## config.mk

```make
export PLATFORM = sky130hd
export DESIGN_NAME = comm_bus_arb_flat
export DESIGN_NICKNAME = d
export VERILOG_FILES = /design/src/rtl/comm_bus_arb_if.sv /design/src/rtl/comm_bus_arb.sv /design/src/flat_wrapper.sv
export SDC_FILE = /design/constraint.sdc
export NUM_CORES = 1
export LEC_CHECK = 0
export ABC_AREA = 1
export CORE_ASPECT_RATIO = 1.4
export CORE_MARGIN = 2
export CORE_UTILIZATION = 45
export DETAILED_ROUTE_END_ITERATION = 8
export PLACE_DENSITY = 0.9
export SYNTH_ARGS = -nofsm -noshare
export SYNTH_HDL_FRONTEND = slang
export SYNTH_SLANG_ARGS = --single-unit
```

## constraint.sdc

```tcl
create_clock -name i_clk -period 1.6 [get_ports i_clk]
set_input_delay 0.16 -clock i_clk [delete_from_list [all_inputs] [get_ports i_clk]]
set_output_delay 0.16 -clock i_clk [all_outputs]
set_load 0.01 [all_outputs]
```

## src/rtl/comm_bus_arb_if.sv

```systemverilog
// rtl/comm_bus_arb_if.sv - requester handshake and nibble pin bundle for comm_bus_arb
interface comm_bus_arb_if;
  logic [2:0]  req;
  logic [2:0]  wr;
  logic [23:0] wdata;
  logic [2:0]  gnt;
  logic [2:0]  done;
  logic [7:0]  rdata;
  logic        err;
  logic        busy;
  logic [3:0]  data_in;
  logic [3:0]  data_out;
  logic [3:0]  data_op_en;
  logic        data_en;

  modport slave (
    input  req, wr, wdata, data_in, data_en,
    output gnt, done, rdata, err, busy, data_out, data_op_en
  );

  modport master (
    output req, wr, wdata, data_in, data_en,
    input  gnt, done, rdata, err, busy, data_out, data_op_en
  );
endinterface

```

## src/rtl/comm_bus_arb.sv

```systemverilog
// rtl/comm_bus_arb.sv - round-robin arbiter moving one byte as two nibbles over the shared pin port
// Optional strobe timeout abort enabled by defining COMM_ARB_TIMEOUT_EN.
module comm_bus_arb #(
  parameter int TO_W = 10
) (
  input  logic           i_clk,
  input  logic           i_reset_n,
  comm_bus_arb_if.slave  bus
);

  localparam logic [1:0] S_IDLE = 2'd0;
  localparam logic [1:0] S_HI   = 2'd1;
  localparam logic [1:0] S_LO   = 2'd2;
  localparam logic [1:0] S_DONE = 2'd3;

  logic [1:0] r_state;
  logic [1:0] r_ptr;
  logic [1:0] r_idx;
  logic       r_wr;
  logic [7:0] r_byte;
  logic [7:0] r_rdata;
  logic [3:0] r_hi_nib;
  logic       r_err;
  logic [1:0] r_sync;
  logic       r_sync_d;

  logic       w_strb;
  logic       w_timeout;
  logic [1:0] w_sel;
  logic [1:0] w_ptr_nxt;
  logic [2:0] w_onehot;

  assign w_strb   = r_sync[1] & ~r_sync_d;
  assign w_onehot = 3'b001 << r_idx;

  // First requesting index at or after r_ptr, cyclic 0->1->2->0.
  always_comb begin
    w_sel = 2'd0;
    case (r_ptr)
      2'd1:    w_sel = bus.req[1] ? 2'd1 : (bus.req[2] ? 2'd2 : 2'd0);
      2'd2:    w_sel = bus.req[2] ? 2'd2 : (bus.req[0] ? 2'd0 : 2'd1);
      default: w_sel = bus.req[0] ? 2'd0 : (bus.req[1] ? 2'd1 : 2'd2);
    endcase
  end

  always_comb begin
    w_ptr_nxt = 2'd0;
    case (w_sel)
      2'd0:    w_ptr_nxt = 2'd1;
      2'd1:    w_ptr_nxt = 2'd2;
      default: w_ptr_nxt = 2'd0;
    endcase
  end

`ifdef COMM_ARB_TIMEOUT_EN
  logic [TO_W-1:0] r_cnt;

  // Held at zero outside HI/LO, so entry to either state starts from zero.
  always_ff @(posedge i_clk or negedge i_reset_n) begin
    if (!i_reset_n) begin
      r_cnt <= '0;
    end else if (((r_state != S_HI) && (r_state != S_LO)) || w_strb) begin
      r_cnt <= '0;
    end else begin
      r_cnt <= r_cnt + 1'b1;
    end
  end

  assign w_timeout = ((r_state == S_HI) || (r_state == S_LO)) && !w_strb &&
                     (r_cnt == {{(TO_W-1){1'b1}}, 1'b0});
`else
  logic [TO_W-1:0] w_unused_to;
  assign w_unused_to = '0;
  assign w_timeout   = 1'b0;
`endif

  always_ff @(posedge i_clk or negedge i_reset_n) begin
    if (!i_reset_n) begin
      r_state  <= S_IDLE;
      r_ptr    <= 2'd0;
      r_idx    <= 2'd0;
      r_wr     <= 1'b0;
      r_byte   <= 8'h00;
      r_rdata  <= 8'h00;
      r_hi_nib <= 4'h0;
      r_err    <= 1'b0;
      r_sync   <= 2'b00;
      r_sync_d <= 1'b0;
    end else begin
      r_sync   <= {r_sync[0], bus.data_en};
      r_sync_d <= r_sync[1];
      case (r_state)
        S_IDLE: begin
          if (|bus.req) begin
            r_idx   <= w_sel;
            r_wr    <= bus.wr[w_sel];
            r_byte  <= bus.wdata[{w_sel, 3'b000} +: 8];
            r_ptr   <= w_ptr_nxt;
            r_err   <= 1'b0;
            r_state <= S_HI;
          end
        end
        S_HI: begin
          if (w_strb) begin
            if (!r_wr) r_hi_nib <= bus.data_in;
            r_state <= S_LO;
          end else if (w_timeout) begin
            r_err   <= 1'b1;
            r_state <= S_DONE;
          end
        end
        S_LO: begin
          // High nibble is parked until the byte completes so an abort leaves rdata intact.
          if (w_strb) begin
            if (!r_wr) r_rdata <= {r_hi_nib, bus.data_in};
            r_state <= S_DONE;
          end else if (w_timeout) begin
            r_err   <= 1'b1;
            r_state <= S_DONE;
          end
        end
        default: r_state <= S_IDLE;
      endcase
    end
  end

  always_comb begin
    bus.gnt        = 3'b000;
    bus.done       = 3'b000;
    bus.err        = 1'b0;
    bus.data_out   = 4'h0;
    bus.data_op_en = 4'h0;
    case (r_state)
      S_HI: begin
        bus.gnt        = w_onehot;
        bus.data_op_en = r_wr ? 4'hF : 4'h0;
        bus.data_out   = r_wr ? r_byte[7:4] : 4'h0;
      end
      S_LO: begin
        bus.gnt        = w_onehot;
        bus.data_op_en = r_wr ? 4'hF : 4'h0;
        bus.data_out   = r_wr ? r_byte[3:0] : 4'h0;
      end
      S_DONE: begin
        bus.done = w_onehot;
        bus.err  = r_err;
      end
      default: ;
    endcase
  end

  assign bus.busy  = (r_state != S_IDLE);
  assign bus.rdata = r_rdata;

endmodule

```

## src/flat_wrapper.sv

```systemverilog
// flat-port wrapper written by rule: the top's interface ports become plain ports
module comm_bus_arb_flat 
#(
  parameter int TO_W = 10
)
  (i_clk, i_reset_n, bus_req, bus_wr, bus_wdata, bus_data_in, bus_data_en, bus_gnt, bus_done, bus_rdata, bus_err, bus_busy, bus_data_out, bus_data_op_en);
  comm_bus_arb_if bus_i ();
  input  logic i_clk;
  input  logic i_reset_n;
  input wire logic [$bits(bus_i.req)-1:0] bus_req;
  input wire logic [$bits(bus_i.wr)-1:0] bus_wr;
  input wire logic [$bits(bus_i.wdata)-1:0] bus_wdata;
  input wire logic [$bits(bus_i.data_in)-1:0] bus_data_in;
  input wire logic [$bits(bus_i.data_en)-1:0] bus_data_en;
  output wire logic [$bits(bus_i.gnt)-1:0] bus_gnt;
  output wire logic [$bits(bus_i.done)-1:0] bus_done;
  output wire logic [$bits(bus_i.rdata)-1:0] bus_rdata;
  output wire logic [$bits(bus_i.err)-1:0] bus_err;
  output wire logic [$bits(bus_i.busy)-1:0] bus_busy;
  output wire logic [$bits(bus_i.data_out)-1:0] bus_data_out;
  output wire logic [$bits(bus_i.data_op_en)-1:0] bus_data_op_en;
  assign bus_i.req = bus_req;
  assign bus_i.wr = bus_wr;
  assign bus_i.wdata = bus_wdata;
  assign bus_i.data_in = bus_data_in;
  assign bus_i.data_en = bus_data_en;
  assign bus_gnt = bus_i.gnt;
  assign bus_done = bus_i.done;
  assign bus_rdata = bus_i.rdata;
  assign bus_err = bus_i.err;
  assign bus_busy = bus_i.busy;
  assign bus_data_out = bus_i.data_out;
  assign bus_data_op_en = bus_i.data_op_en;
  comm_bus_arb #(.TO_W(TO_W)) u_core (.i_clk(i_clk), .i_reset_n(i_reset_n), .bus(bus_i));
endmodule
```

; Yosys cells after proc, flatten, opt, wreduce, memory -nomap -nowiden
; Cells that the tools add are included.
[op_classes]
order_cmp = 1
n_eq_ne = 9
n_shift = 2
muxes = 21
bitwise = 3
reduce_logical = 9
[ops]
columns = operator, n
row1 = variable part select 24 x 6 -> 8 bit, 1
row2 = two-way mux 2 bit, 8
row3 = two-way mux 4 bit, 4
row4 = AND reduction 3 bit, 3
row5 = case mux 2 bit (2 select lines), 2
row6 = case mux 4 bit (2 select lines), 1
row7 = equality test 2 x 1 -> 1 bit (second input constant), 3
row8 = equality test 2 bit (second input constant), 3
row9 = two-way mux 3 bit, 2
row10 = != test 2 x 1 -> 1 bit (second input constant), 3
row11 = case mux 2 bit (3 select lines), 1
row12 = logical NOT 2 bit, 2
row13 = less-than comparator 2 x 3 -> 1 bit (second input constant), 1
row14 = OR reduction 3 bit, 1
row15 = << shifter 1 x 2 -> 3 bit (first input constant), 1
row16 = binary-select mux 1 bit (select 2 bit), 1
row17 = two-way mux 1 bit, 2
row18 = NOT 1 bit, 2
row19 = AND reduction 2 bit, 1
row20 = nonzero test 2 bit, 1
row21 = OR reduction 2 bit, 1
row22 = AND 1 bit, 1
[totals]
regBits = 30
inputBits = 37
wordCells = 54

; Depth between registers and ports, before layout
; Gate-level depths: netlist of run 1.
[depth]
ltp_word = 5
ltp_mapped = 10
depth_no_buf = 9

; Worst setup path after synthesis of run 1
; No wires, ideal clock.
[synth_timing]
path_type = register to register
start = register u_core.r_ptr[0]
end = register u_core.r_ptr[1]
arrival_ns = 1.336
slack_ns = 0.135
stages_incl_launch_ff = 8
path_buffers = 1
period_less_slack_ns = 1.465
cell_sequence = dfrtp_1 -> inv_1 -> ha_1 -> a21oi_1 -> nand2_1 -> buf_2 -> a21oi_2 -> o22ai_1
[synth_via]
elab_chain_cells = 4
[synth_rtl]
columns = item, line
row1 = start: declaration, comm_bus_arb.sv:17  ; logic [1:0] r_ptr;
row2 = start signal: assignment, comm_bus_arb.sv:98  ; r_ptr <= w_ptr_nxt;
row3 = equality test 2 bit or equality test 2 x 1 -> 1 bit (tied branches), comm_bus_arb.sv:39  ; case (r_ptr)
row4 = case mux 2 bit (2 select lines) (*), comm_bus_arb.sv:39
row5 = equality test 2 x 1 -> 1 bit or logical NOT 2 bit (tied branches), comm_bus_arb.sv:48  ; case (w_sel)
row6 = case mux 2 bit (2 select lines) (*), comm_bus_arb.sv:48
; Every way passes the cells marked *; elsewhere a longest branch is shown, timed or not.
; A chain may end at the register's enable or synchronous reset.

; Final worst setup path of run 1
[layout_timing]
start = register u_core.r_state[1]
end = output bus_gnt[0]
[layout_via]
elab_chain_cells = 3
[layout_rtl]
columns = item, line
row1 = start: declaration, comm_bus_arb.sv:16  ; logic [1:0] r_state;
row2 = start signal: assignment, comm_bus_arb.sv:79  ; r_state <= S_IDLE;
row3 = start signal: assignment, comm_bus_arb.sv:100  ; r_state <= S_HI;
row4 = start signal: assignment, comm_bus_arb.sv:106  ; r_state <= S_LO;
row5 = equality test 2 x 1 -> 1 bit or equality test 2 bit (tied branches), comm_bus_arb.sv:133  ; case (r_state)
row6 = OR reduction 2 bit (no line) (*), --
row7 = two-way mux 3 bit (*), comm_bus_arb.sv:133
row8 = end: declaration, flat_wrapper.sv:15  ; output wire logic [$bits(bus_i.gnt)-1:0] bus_gnt;
; Marks and branches as above.

==> results of run 1 <==
==> cell type report <==
cell class / instances / area, µm² / share of cell area, %
Clock buffer: 6 / 82.6 / 3.22
Clock inverter: 2 / 12.5 / 0.488
Inverter: 37 / 139 / 5.41
Multi-Input combinational cell: 150 / 867 / 33.8
Sequential cell: 30 / 751 / 29.3
Tap cell: 42 / 52.6 / 2.05
Timing Repair Buffer: 73 / 661 / 25.8
==> logic make-up (layout without fill, tap and decap cells) <==
logic type,count (synthesis),count (layout),synth area share (%)
flip-flops,30,30,43.9
AO/OA/AOI/OAI,33,33,10.5
AND/OR/NAND/NOR,105,106,25.5
other,1,1,0.219
multiplexers,4,4,2.64
adder cells (fa/ha/maj),6,6,4.39
buffers and inverters,49,118,12.9
==> flip-flops by register name, summed over array words and instances (netlist names) <==
signal / cells
u_core.bus.rdata: 8
u_core.r_byte: 8
u_core.r_hi_nib: 4
u_core.r_idx: 2
u_core.r_ptr: 2
u_core.r_state: 2
u_core.r_sync: 2
u_core.r_sync_d: 1
u_core.r_wr: 1
==> power groups by stage <==
stage / sequential, mW / combinational (mW) / clock (mW)
floorplan: 1.36 / 1.94 / 0
global route: 1.43 / 3.79 / 0.676
global placement: 1.34 / 2.89 / 0
CTS: 1.37 / 3.20 / 0.643
finish: 1.38 / 3.42 / 0.633
detailed placement: 1.37 / 2.98 / 0
==> Yosys cell counts <==
master / instances
nand2_1: 65
inv_1: 36
dfrtp_1: 30
nand3_1: 18
a21oi_1: 16
nor2_1: 13
o21ai_0: 12
nor3_1: 7
buf_4: 6
ha_1: 6
buf_2: 5
mux2_2: 4
a21boi_1: 1
a21oi_2: 1
buf_6: 1
conb_1: 1
inv_2: 1
nand2_2: 1
nand2_4: 1
o21a_1: 1
o21ai_2: 1
o22ai_1: 1
==> worst max-delay path, delay by kind of cell, from the launching register on <==
kind                       cells  cell delay [ns]
and+or+nand+nor                1             0.12
DFF                            1             0.38
buffers and inverters          3             0.41
adders and majority gates      1             0.28
==> routing by layer <==
| metal | part of all wire [%] | GRT usage (%) |
|---|---|---|
| met5 | 0 | 0 |
| met1 | 37 | 22.0 |
| met2 | 57 | 40.2 |
| met3 | 4.4 | 4.22 |
| met4 | 1.8 | 9.29 |
==> worst paths after layout <==
check / endpoint / cells past startpoint / slack [ns] / from
min reg2reg: u_core.r_sync[1] / 0 / 0.37 / u_core.r_sync[0]
max: bus_gnt[0] / 5 / -0.04 / u_core.r_state[1]
min in group i_clk: u_core.r_sync[0] / 1 / 0.34 / bus_data_en
min: u_core.r_idx[0] / 2 / 0.26 / i_reset_n
max reg2reg: u_core.r_byte[2] / 8 / 0.09 / u_core.r_ptr[0]
max in group asynchronous: u_core.r_sync[1] / 2 / 1.07 / i_reset_n
==> per-stage QoR <==
step,instance area (µm²),cells,TNS [ns],worst slack (ns),hold WS (ns)
2_1_floorplan,1710,228,0,0.135,-0.136
3_3_place_gp,2350,328,-0.603,-0.110,0.337
3_5_place_dp,2350,328,-1.92,-0.185,0.349
4_1_cts,2520,340,-0.184,-0.0657,0.272
5_1_grt,2560,340,-0.560,-0.0839,0.296
6_report,2560,340,-0.102,-0.0369,0.259
==> repair_timing <==
item	4_1_cts	5_1_grt
buffers inserted	2	0
gates cloned	2	0
endpoints found under the setup margin	31	28
gates resized for setup	53	28
pin swaps	2	4
==> cells in the final DEF, fill, tap and decap left out, drive strengths merged <==
master / n
nand2: 68
clkdlybuf4s50: 44
inv: 37
dfrtp: 30
nand3: 18
buf: 17
a21oi: 17
nor2: 13
o21ai: 13
clkbuf: 12
nor3: 7
ha: 6
mux2: 4
clkdlybuf4s15: 4
dlygate4sd2: 2
a21boi: 1
o21a: 1
o22ai: 1
conb: 1
clkinv: 1
clkinvlp: 1
==> impl_metrics.tcl, run 1 <==
set metrics [dict create \
    outcome "complete, but fails checks" \
    violations "negative setup slack" \
    clk_pin_slew_ns 0.06 \
    antennaDiodeCount 0 \
    slowest_delay_ns 0.38 \
    layout_setup_ws_ns -0.0369 \
    fin_nets 340 \
    overflow 0 \
    p_sw_mw 2.44 \
    pin_count 61 \
    end_kind "output pin" \
    syn_area_mm2 0.00171 \
    cp-start-kind "flip-flop" \
    synth_area_leaders "dfrtp_1 (44%), nand2_1 (14%), inv_1 (7.9%)" \
    coreArea_mm2 0.00364 \
    gp_congestion 0.844 \
    synth-seq-area-share_pct 43.9 \
    wirelength_um 4200 \
    antenna_found_initial 0 \
    slew_viol_final 0 \
    grt_start_max_net_pins 31 \
    first_iter_violations 63 \
    synth_top_area_share_pct 43.9 \
    total_leakage_power_nw 1.29 \
    grt_pass1_vias 1680 \
    cts_tree "yes" \
    wl_per_cell_um 12.4 \
    rows 26 \
    fmax_mhz 611 \
    die_y_um 76.9 \
    vias 1713 \
    path_class "reg -> out" \
    hp-class "in -> async" \
    grt_pass1_wl_um 7220 \
    total_power_mw 5.44 \
    clkLatencyLatePin_ns 0.28 \
    fin_crit_sh_pct 102 \
    fp.dieW_um 56.1 \
    ir_drop_uv 1690 \
    ant_nets 0 \
    cp_max_fo 4 \
    start_util_pct 46.9 \
    hold_viol 0 \
    grt_setup_unrepaired "yes" \
    h-tree-depth 2 \
    cts_hold_buffers 0 \
    syn_avg_cell_area_um2 7.50 \
    period_minus_slack_ns 1.64 \
    dp_hpwl_um 3050 \
    netlist_instances 228 \
    ys_types 22 \
    grtUsageTotal_pct 21.3 \
    clock_skew_ns 0.00488 \
    fin_util_pct 70.4 \
    cts_made_buffers 5 \
    intPower_mw 3.00 \
    dr.pass1.iters 5 \
    nFillCells 267 \
    cp_slowest_cell "dfrtp_1" \
    pwr-share-seq_pct 25.4 \
    finalSetupViolCount 5 \
    p_comb_share_pct 62.9 \
    ys_warn_count 0 \
    dieArea_mm2 0.00431 \
    cts_sinks 30 \
    worstPathArrival_ns 1.48 \
    swShare_pct 44.8 \
    synthesis.nets 271 \
    drive_above_1_share_pct 24.2 \
    cap_viol_max_count 0 \
    cp_cell_sequence "inv_2, ha_4, inv_1, nor3_2, clkdlybuf4s15_2" \
    p_clk_share_pct 11.6 \
    cts_buffer_depth 2 \
    port_buffers 59 \
    route.detailed.drc 0 \
    via_per_inst 5.04 \
    cts-root-buf "clkbuf_8" \
    ys_seq_elements 30 \
    critPathRequiredTime_ns 1.44 \
    yosys.area.top_type "dfrtp_1" \
    power-per-cell-area_mw_per_mm2 2120 \
    areaGrowthSynthToFinish_pct 50.1 \
]
No activity file was read; power rests on OpenSTA's default activity.
==> inputs of run 2 (changes only) <==
Settings changed: HOLD_SLACK_MARGIN set to 0.03.
==> results of run 2 <==
Final layout, timing and power as in run 1 (identical DEF).
